**src/rtl/hub75_multi_scan.sv**
```systemverilog
// HUB75 scan engine: one timing core, shared row/LAT/OE/CLK, per-panel RGB, BCM display.
// Optional macro HUB75_DEGHOST_EN adds 4 blank cycles before and after a row-address change.
module hub75_multi_scan #(
  parameter int NUM_PANELS = 6,
  parameter int COLS       = 64,
  parameter int SCAN_ROWS  = 32,
  parameter int BITS       = 8,
  parameter int CLK_DIV    = 1,
  parameter int BRIGHT_W   = 8
) (
  input  logic                                     clock,
  input  logic                                     resetn,
  input  logic                                     enable,
  input  logic [BRIGHT_W-1:0]                      brightness,
  output logic                                     rd_en,
  output logic [$clog2(SCAN_ROWS)-1:0]             rd_row,
  output logic [$clog2(COLS)-1:0]                  rd_col,
  output logic [((BITS > 1) ? $clog2(BITS) : 1)-1:0] rd_plane,
  input  logic [6*NUM_PANELS-1:0]                  rd_bits,
  output logic [6*NUM_PANELS-1:0]                  panel_rgb,
  output logic [4:0]                               panel_addr,
  output logic                                     panel_clk,
  output logic                                     panel_lat,
  output logic                                     panel_oe,
  output logic                                     frame_start,
  output logic                                     busy,
  output logic [2:0]                               dbg_state
);
  localparam int AW  = $clog2(SCAN_ROWS);
  localparam int CW  = $clog2(COLS);
  localparam int PW  = (BITS > 1) ? $clog2(BITS) : 1;
  localparam int DW  = BRIGHT_W + BITS;
  localparam int PHW = $clog2(2 * CLK_DIV + 1);

  localparam logic [2:0] S_IDLE  = 3'd0;
  localparam logic [2:0] S_SHIFT = 3'd1;
  localparam logic [2:0] S_WAIT  = 3'd2;
  localparam logic [2:0] S_BLANK = 3'd3;
  localparam logic [2:0] S_LATCH = 3'd4;
  localparam logic [2:0] S_DRAIN = 3'd5;

  localparam logic [PHW-1:0] PH_LAST    = PHW'(2 * CLK_DIV);
  localparam logic [PHW-1:0] PH_CAP     = PHW'(1);
  localparam logic [PHW-1:0] PH_HIGH    = PHW'(CLK_DIV);
  localparam logic [CW-1:0]  COL_LAST   = CW'(COLS - 1);
  localparam logic [AW-1:0]  ROW_LAST   = AW'(SCAN_ROWS - 1);
  localparam logic [PW-1:0]  PLANE_LAST = PW'(BITS - 1);

  logic [2:0]     state;
  logic [AW-1:0]  row, addr_r;
  logic [CW-1:0]  col;
  logic [PW-1:0]  plane;
  logic [PHW-1:0] ph;
  logic [DW-1:0]  dcnt, load_val;
  logic [2:0]     ghost_cnt;
  logic           pre_done, disp_ending, last_slot;

  assign load_val  = DW'(brightness) << plane;
  assign last_slot = (row == ROW_LAST) && (plane == PLANE_LAST);
  // High when the display window (including any post-latch blanking) is in its last cycle.
  assign disp_ending = (ghost_cnt == 3'd0) ? (dcnt <= DW'(1))
                                           : ((ghost_cnt == 3'd1) && (dcnt == '0));

`ifdef HUB75_DEGHOST_EN
  logic       row_change;
  logic [2:0] pre_cnt;

  assign row_change = (row != addr_r);
  assign pre_done   = !row_change || (pre_cnt == 3'd4);

  always_ff @(posedge clock) begin
    if (!resetn) begin
      pre_cnt   <= 3'd0;
      ghost_cnt <= 3'd0;
    end else begin
      if (state == S_BLANK && !pre_done) pre_cnt <= pre_cnt + 3'd1;
      else                               pre_cnt <= 3'd0;
      if (state == S_LATCH)              ghost_cnt <= row_change ? 3'd4 : 3'd0;
      else if (ghost_cnt != 3'd0)        ghost_cnt <= ghost_cnt - 3'd1;
    end
  end
`else
  assign ghost_cnt = 3'd0;
  assign pre_done  = 1'b1;
`endif

  // Read port: rd_en with address in column cycle 0, rd_bits valid exactly one cycle later.
  always_ff @(posedge clock) begin
    if (!resetn) begin
      state       <= S_IDLE;
      row         <= '0;
      col         <= '0;
      plane       <= '0;
      ph          <= '0;
      dcnt        <= '0;
      addr_r      <= '0;
      panel_rgb   <= '0;
      frame_start <= 1'b0;
    end else begin
      frame_start <= 1'b0;
      if (dcnt != '0 && ghost_cnt == 3'd0) dcnt <= dcnt - DW'(1);
      if (state == S_SHIFT && ph == PH_CAP) panel_rgb <= rd_bits;
      case (state)
        S_IDLE: begin
          if (enable) begin
            state       <= S_SHIFT;
            frame_start <= 1'b1;
          end
        end
        S_SHIFT: begin
          if (ph == PH_LAST) begin
            ph <= '0;
            if (col == COL_LAST) begin
              col   <= '0;
              state <= disp_ending ? S_BLANK : S_WAIT;
            end else begin
              col <= col + CW'(1);
            end
          end else begin
            ph <= ph + PHW'(1);
          end
        end
        S_WAIT:  if (disp_ending) state <= S_BLANK;
        S_BLANK: if (pre_done) state <= S_LATCH;
        S_LATCH: begin
          addr_r <= row;
          dcnt   <= load_val;
          if (plane == PLANE_LAST) begin
            plane <= '0;
            row   <= row + AW'(1);
          end else begin
            plane <= plane + PW'(1);
          end
          if (!last_slot) begin
            state <= S_SHIFT;
          end else if (enable) begin
            state       <= S_SHIFT;
            frame_start <= 1'b1;
          end else begin
            state <= (load_val == '0) ? S_IDLE : S_DRAIN;
          end
        end
        S_DRAIN: if (disp_ending) state <= S_IDLE;
        default: state <= S_IDLE;
      endcase
    end
  end

  assign rd_en      = (state == S_SHIFT) && (ph == '0);
  assign rd_row     = row;
  assign rd_col     = col;
  assign rd_plane   = plane;
  assign panel_clk  = (state == S_SHIFT) && (ph > PH_HIGH);
  assign panel_lat  = (state == S_LATCH);
  assign panel_oe   = (dcnt == '0) || (ghost_cnt != 3'd0);
  assign panel_addr = 5'(addr_r);
  assign busy       = (state != S_IDLE);
  assign dbg_state  = state;
endmodule

```
**config.mk**
```make
export PLATFORM = sky130hd
export DESIGN_NAME = hub75_multi_scan
export DESIGN_NICKNAME = d
export VERILOG_FILES = /design/src/rtl/hub75_multi_scan.sv
export SDC_FILE = /design/constraint.sdc
export NUM_CORES = 1
export LEC_CHECK = 0
export BUFFER_PORTS_ARGS = -buffer_cell sky130_fd_sc_hd__buf_2
export CORE_UTILIZATION = 50
export CTS_CLUSTER_SIZE = 25
export DETAILED_ROUTE_END_ITERATION = 6
export PLACE_DENSITY = 0.8
export SYNTH_ARGS = -nofsm -noshare
export SYNTH_HDL_FRONTEND = slang
export SYNTH_SLANG_ARGS = --single-unit
export TNS_END_PERCENT = 20
```
**constraint.sdc**
```tcl
create_clock -name clock -period 2.6 [get_ports clock]
set_input_delay 0 -clock clock [delete_from_list [all_inputs] [get_ports clock]]
set_output_delay 0 -clock clock [all_outputs]
set_load 0.05 [all_outputs]
```
==> impl_metrics.toml, run 1 <==
[run_status]
status = "finished, final reports clean"

[global_routing]
antenna_found_initial = 0
grt_start_max_net_pins = 71
grt_pass1_wl_mm = 16.1
first_global_vias = 3563
grtUsageTotal_pct = 26.7
grt_overflow = 0

[hold_path]
worstHoldPathType = "in2reg"
hold_end = "dcnt[4]$_SDFFE_PN0P_"
hp-start = "brightness[0]"
hold_depth = 5

[floorplanning]
row_count = 31
dieHeight_um = 88.2
dieArea_sq_um = 7790
die_w_um = 88.2
core_sq_um = 7210
boundaryPins = 111
start_util_pct = 51.5

[timing]
period_share_pct = 86.4
fmax_mhz = 445
finalHoldViolCount = 0
finalSetupTns_ps = 0
slew_viol_final = 0
tightest_slew_ps = 769
fin_skew_ps = 11.7
rsz0062_at_grt = "false"
finalSetupViolCount = 0
slew_headroom_pct = 48.7
fin_crit_ps = 2250

[worst_setup_path]
crit_family = "simple AND/OR/NAND/NOR gates"
crit_buf_inv = 2
cp-end-kind = "output pin"
r2r-start = "rd_plane[0]$_SDFFE_PN0P_"
cp_slowest_stage_delay_ps = 590
reg2reg_setup_slack_ps = 380
reg2regPathDepth = 6
cp.required_ps = 2600
crit_chain = "or4_4 > nor4_4 > nand3_2 > clkinv_1 > buf_2"
crit_arrival_ps = 2250
startpoint_type = "register"
crit_fanout = 7
cp_slowest_cell = "or4_4"
path_class = "reg2out"
timing.rr.end = "dbg_state[0]$_SDFFE_PN0P_"
cp-startpoint = "dcnt[8]$_SDFFE_PN0P_"

[drt]
drc_errors = 0
dr.pass1.iters = 6
wl_per_cell_um = 14.4
viasPerCell = 5.47
dr_total_vias = 3921
ant_nets = 0
drt_iter0_drc = 230
totalWireLength_mm = 10.3

[finish]
multi_input_area_sq_um = 2030
final_nets = 667
fill_cells = 609
synthToLayoutAreaGrowth_pct = 32.6
post-route-util_pct = 68.3
insertedDiodeCount = 0
final_cell_mix = "nand2_1 (114), buf_2 (110), dfxtp_1 (77), a21oi_1 (69), dlygate4sd3_1 (39)"
final_common_cell = "nand2_1"
regArea_sq_um = 1540
design_area_sq_um = 4930
drive_above_1_share_pct = 25.4

[clock_tree]
clk_latency_ps = 360
ctsHoldBuffers = 39
cts.sinks = 77
path_clk_slew_ps = 80
cts_buffers = 9
post-cts-setup-buffers = 0
tritoncts = "built"
htree_levels = 3
cts.path.max_buffers = 2
post_cts_resize_count = 0
cts_root_buffer = "clkbuf_8"

[power]
ir_worst_vdd_mv = 0.463
powerDensity_nw_per_um2 = 808
p_leak_nw = 2.08

[logic_synthesis]
synth_edf_count = 0
syn-num-nets = 526
synthFlopType = "dfxtp_1"
ys_ff_latch = 77
synth_top_area_share_pct = 41.5
avgSynthCellArea_sq_um = 7.88
yosys-top-cells-area = "dfxtp_1 (41%), nand2_1 (12%), a21oi_1 (9.3%)"
yosysSeqAreaShare_pct = 41.5
syn_inst = 472
ys_async_sr_fraction_pct = 0
synth-warning-count = 0
synth_area_sq_um = 3720
synthDistinctLibCells = 55
synth_area_leader_cell = "dfxtp_1"

[place]
dp_hpwl_mm = 6.28
io_buffer_count = 110
place.gp.congestion = 0.825
place_area_sq_um = 4350

[job]
maxCapViolCount = 0
==> cell families after synthesis <==
logic type / after synthesis / share of synthesized area, %
adder cells (fa/ha/maj): 7 / 2.36
flip-flops: 77 / 41.5
multiplexers: 18 / 5.45
AND/OR/NAND/NOR: 214 / 27.1
buffers and inverters: 37 / 4.10
AO/OA/AOI/OAI: 104 / 16.1
XOR/XNOR: 15 / 3.53
==> per-stage QoR <==
| step | cells | hold WS (ps) | worst slack [ps] | total power (W) |
|---|---|---|---|---|
| 4_1_cts | 717 | 88.3 | 341 | 0.00397 |
| 3_5_place_dp | 662 | 244 | 412 | 0.00305 |
| 5_1_grt | 717 | 136 | 198 | 0.00422 |
| 6_report | 717 | 96.8 | 354 | 0.00398 |
| 3_3_place_gp | 662 | 240 | 427 | 0.00300 |
| 2_1_floorplan | 472 | 118 | 211 | 0.00273 |
==> metal layers <==
layer	GRT usage (%)	wire, um	part of all wire (%)	vias up
met5	0	0	0	-
met4	14.8	430	4.2	0
met3	5.50	554	5.4	41
met2	44.8	5090	49	154
met1	31.9	4270	41	1818
li1	-	-	-	1908
==> synthesized netlist by cell type, drive strengths merged, types with 2 or more instances <==
cell / number
nor2: 31
nor3: 10
mux2: 8
o21ai: 11
and2: 2
or4: 3
and4: 2
nor4: 6
nand4: 2
dfxtp: 77
nand2b: 8
o211ai: 3
buf: 10
xor2: 9
nand3b: 3
a21oi: 69
and3: 4
a31oi: 4
inv: 6
or2: 2
nand3: 17
or3b: 2
clkbuf: 20
nor2b: 3
xnor2: 6
mux2i: 9
nand2: 114
or3: 2
ha: 7
nor3b: 2
a211oi: 5
==> flip-flops by register name, summed over array words and instances (netlist names) <==
signal       count
panel_rgb       36
ph               2
frame_start      1
rd_plane         3
rd_row           5
panel_addr       5
dcnt            16
rd_col           6
dbg_state        3
==> worst max path at each step <==
stage | end | slack, ps | depth (start not counted)
CTS | panel_oe | 340 | 5
floorplan | dbg_state[0]$_SDFFE_PN0P_ | 210 | 7
global route | dbg_state[0]$_SDFFE_PN0P_ | 200 | 6
finish | panel_oe | 350 | 5
global placement | dbg_state[0]$_SDFFE_PN0P_ | 430 | 6
detailed placement | dbg_state[0]$_SDFFE_PN0P_ | 410 | 6
==> area by class of cell <==
cell class	count	share of cell area, %
inverter	7	0.533
clock buffer	9	2.51
clock inverter	7	1.24
multi-input combinational	358	41.2
sequential	77	31.3
timing repair buffer	160	20.8
tap	99	2.51
==> tightest hold or removal path, stage by stage <==
cell and delay [ps]:
buf_2 130, nand3_1 70, o21ai_0 70, nand2_1 70
a21oi_1 60
==> power breakdown <==
part / total [W] / switching (W) / internal (W)
sequential: 0.00149 / 0.000154 / 0.00133
combinational: 0.00163 / 0.00102 / 0.000604
clock: 0.000872 / 0.000506 / 0.000367
total: 0.00398 / 0.00168 / 0.00230
Power figures use the tool's default switching activity.
==> run 2: changes to the inputs <==
--- a/config.mk
+++ b/config.mk
@@ -6,6 +6,7 @@
 export NUM_CORES = 1
 export LEC_CHECK = 0
 export BUFFER_PORTS_ARGS = -buffer_cell sky130_fd_sc_hd__buf_2
+export CORE_ASPECT_RATIO = 0.75
 export CORE_UTILIZATION = 50
 export CTS_CLUSTER_SIZE = 25
 export DETAILED_ROUTE_END_ITERATION = 6
==> impl_metrics.toml, run 2 (synthesis gave the netlist of run 1 again) <==
[place]
post-place-ws_ps = 362
dp_cells = 660
io_buffer_count = 110
place.gp.congestion = 0.934
dp_hpwl_mm = 6.99

[finish]
final_common_cell = "nand2_1"
fin_cells = 713
regMostFlops = "panel_rgb"
final_cell_mix = "nand2_1 (114), buf_2 (110), dfxtp_1 (77), a21oi_1 (69), dlygate4sd3_1 (38)"
largest_register_ffs = 36
insertedDiodeCount = 0
final_nets = 665
synthToLayoutAreaGrowth_pct = 31.9
drive_above_1_share_pct = 25.0

[power]
internal_power_w = 0.00237
p_sw_w = 0.00162
ir_worst_vdd_mv = 0.437
p_seq_share_pct = 37.8
power_frac_comb_pct = 40.6
powerDensity_nw_per_um2 = 813
p_total_w = 0.00399
p_leak_nw = 2.08
swShare_pct = 40.5
clockPowerShare_pct = 21.6

[timing]
hold_ws_ps = 107
slew_headroom_pct = 47.8
period_share_pct = 88.0
fin_skew_ps = 5.88
worst_slack_ps = 313
finalSetupViolCount = 0
finalSetupTns_ps = 0
fin_crit_ps = 2290
finalHoldViolCount = 0
tightest_slew_ps = 782
slew_viol_final = 0
rsz0062_at_grt = "false"
fmax_mhz = 437

[clock_tree]
cts.path.max_buffers = 2
cts_root_buffer = "clkbuf_8"
htree_levels = 3
tritoncts = "built"
cts_buffers = 9
path_clk_slew_ps = 80
cts.sinks = 77
clk_latency_ps = 350

[floorplanning]
core_sq_um = 6990
dieArea_sq_um = 7790
boundaryPins = 111
die_w_um = 102
dieHeight_um = 76.7
start_util_pct = 53.2
row_count = 26

[global_routing]
first_global_vias = 3555
grtUsageTotal_pct = 28.1
antenna_found_initial = 0
grt_start_max_net_pins = 38
grt_overflow = 0
grt_pass1_wl_mm = 17.2

[worst_setup_path]
timing.rr.end = "dbg_state[0]$_SDFFE_PN0P_"
cp-end-kind = "register"
crit_arrival_ps = 2520
startpoint_type = "register"
reg2reg_setup_slack_ps = 310
cp.required_ps = 2830
reg2regPathDepth = 6
cp-startpoint = "rd_plane[1]$_SDFFE_PN0P_"
path_class = "reg2reg"
crit_fanout = 11
crit_end = "dbg_state[0]$_SDFFE_PN0P_"
r2r-start = "rd_plane[1]$_SDFFE_PN0P_"

[drt]
wl_per_cell_um = 14.9
dr_total_vias = 3888
dr.pass1.iters = 5
totalWireLength_mm = 10.6
drc_errors = 0
viasPerCell = 5.45
ant_nets = 0
drt_iter0_drc = 206

[hold_path]
hp-start = "brightness[0]"
worstHoldPathType = "in2reg"

[run_status]
status = "finished, final reports clean"

[job]
maxCapViolCount = 0
[run 2: timing repair]
item,CTS,global route
gates resized for setup,0,0
endpoints found under the hold margin,41,0
buffers inserted,0,0
hold buffers,38,0
[run 2: worst min path at each step]
| stage | cells after the start | endpoint |
|---|---|---|
| finish | 5 | dcnt[0]$_SDFFE_PN0P_ |
| global route | 5 | dcnt[0]$_SDFFE_PN0P_ |
| CTS | 5 | dcnt[0]$_SDFFE_PN0P_ |
| detailed placement | 3 | panel_rgb[30]$_SDFFE_PN0P_ |
| global placement | 3 | panel_rgb[4]$_SDFFE_PN0P_ |
| floorplan | 1 | dcnt[14]$_SDFFE_PN0P_ |
[run 2: layout make-up]
class	count	area [sq um]
fill	580	2090
multi-input combinational	358	2030
sequential	77	1540
timing repair buffer	158	1010
clock buffer	10	128
tap	98	123
clock inverter	5	52.6
inverter	7	26.3
[run 2: critical path: stages (launching register included)]
cell	delay (ps)
dfxtp_1	590
mux2_2	410
and3_1	200
nor4_1	420
o2111ai_1	220
o21ai_0	220
a31oi_1	110
[run 2: metal layers]
layer / wire, um / share of wire, % / vias up / track usage (%)
met5: 0 / 0 / - / 0
met3: 627 / 5.9 / 25 / 6.11
met1: 4730 / 45 / 1832 / 37.3
met4: 280 / 2.6 / 0 / 10.9
met2: 4950 / 47 / 133 / 44.2
li1: - / - / 1898 / -
[run 2: metrics by stage]
| step | area [sq um] | util, % |
|---|---|---|
| 2_1_floorplan | 3720 | - |
| 3_3_place_gp | 4350 | 62.1 |
| 3_5_place_dp | 4350 | 62.1 |
| 4_1_cts | 4910 | 70.1 |
| 5_1_grt | 4910 | 70.1 |
| 6_report | 4910 | 70.1 |
[run 2: power by group through the flow]
| stage | clock network (W) | logic, W | registers (W) |
|---|---|---|---|
| global route | 0.000927 | 0.00176 | 0.00153 |
| finish | 0.000862 | 0.00162 | 0.00151 |
| global placement | 0 | 0.00151 | 0.00151 |
| CTS | 0.000878 | 0.00160 | 0.00150 |
| detailed placement | 0 | 0.00154 | 0.00152 |
| floorplan | 0 | 0.00102 | 0.00171 |
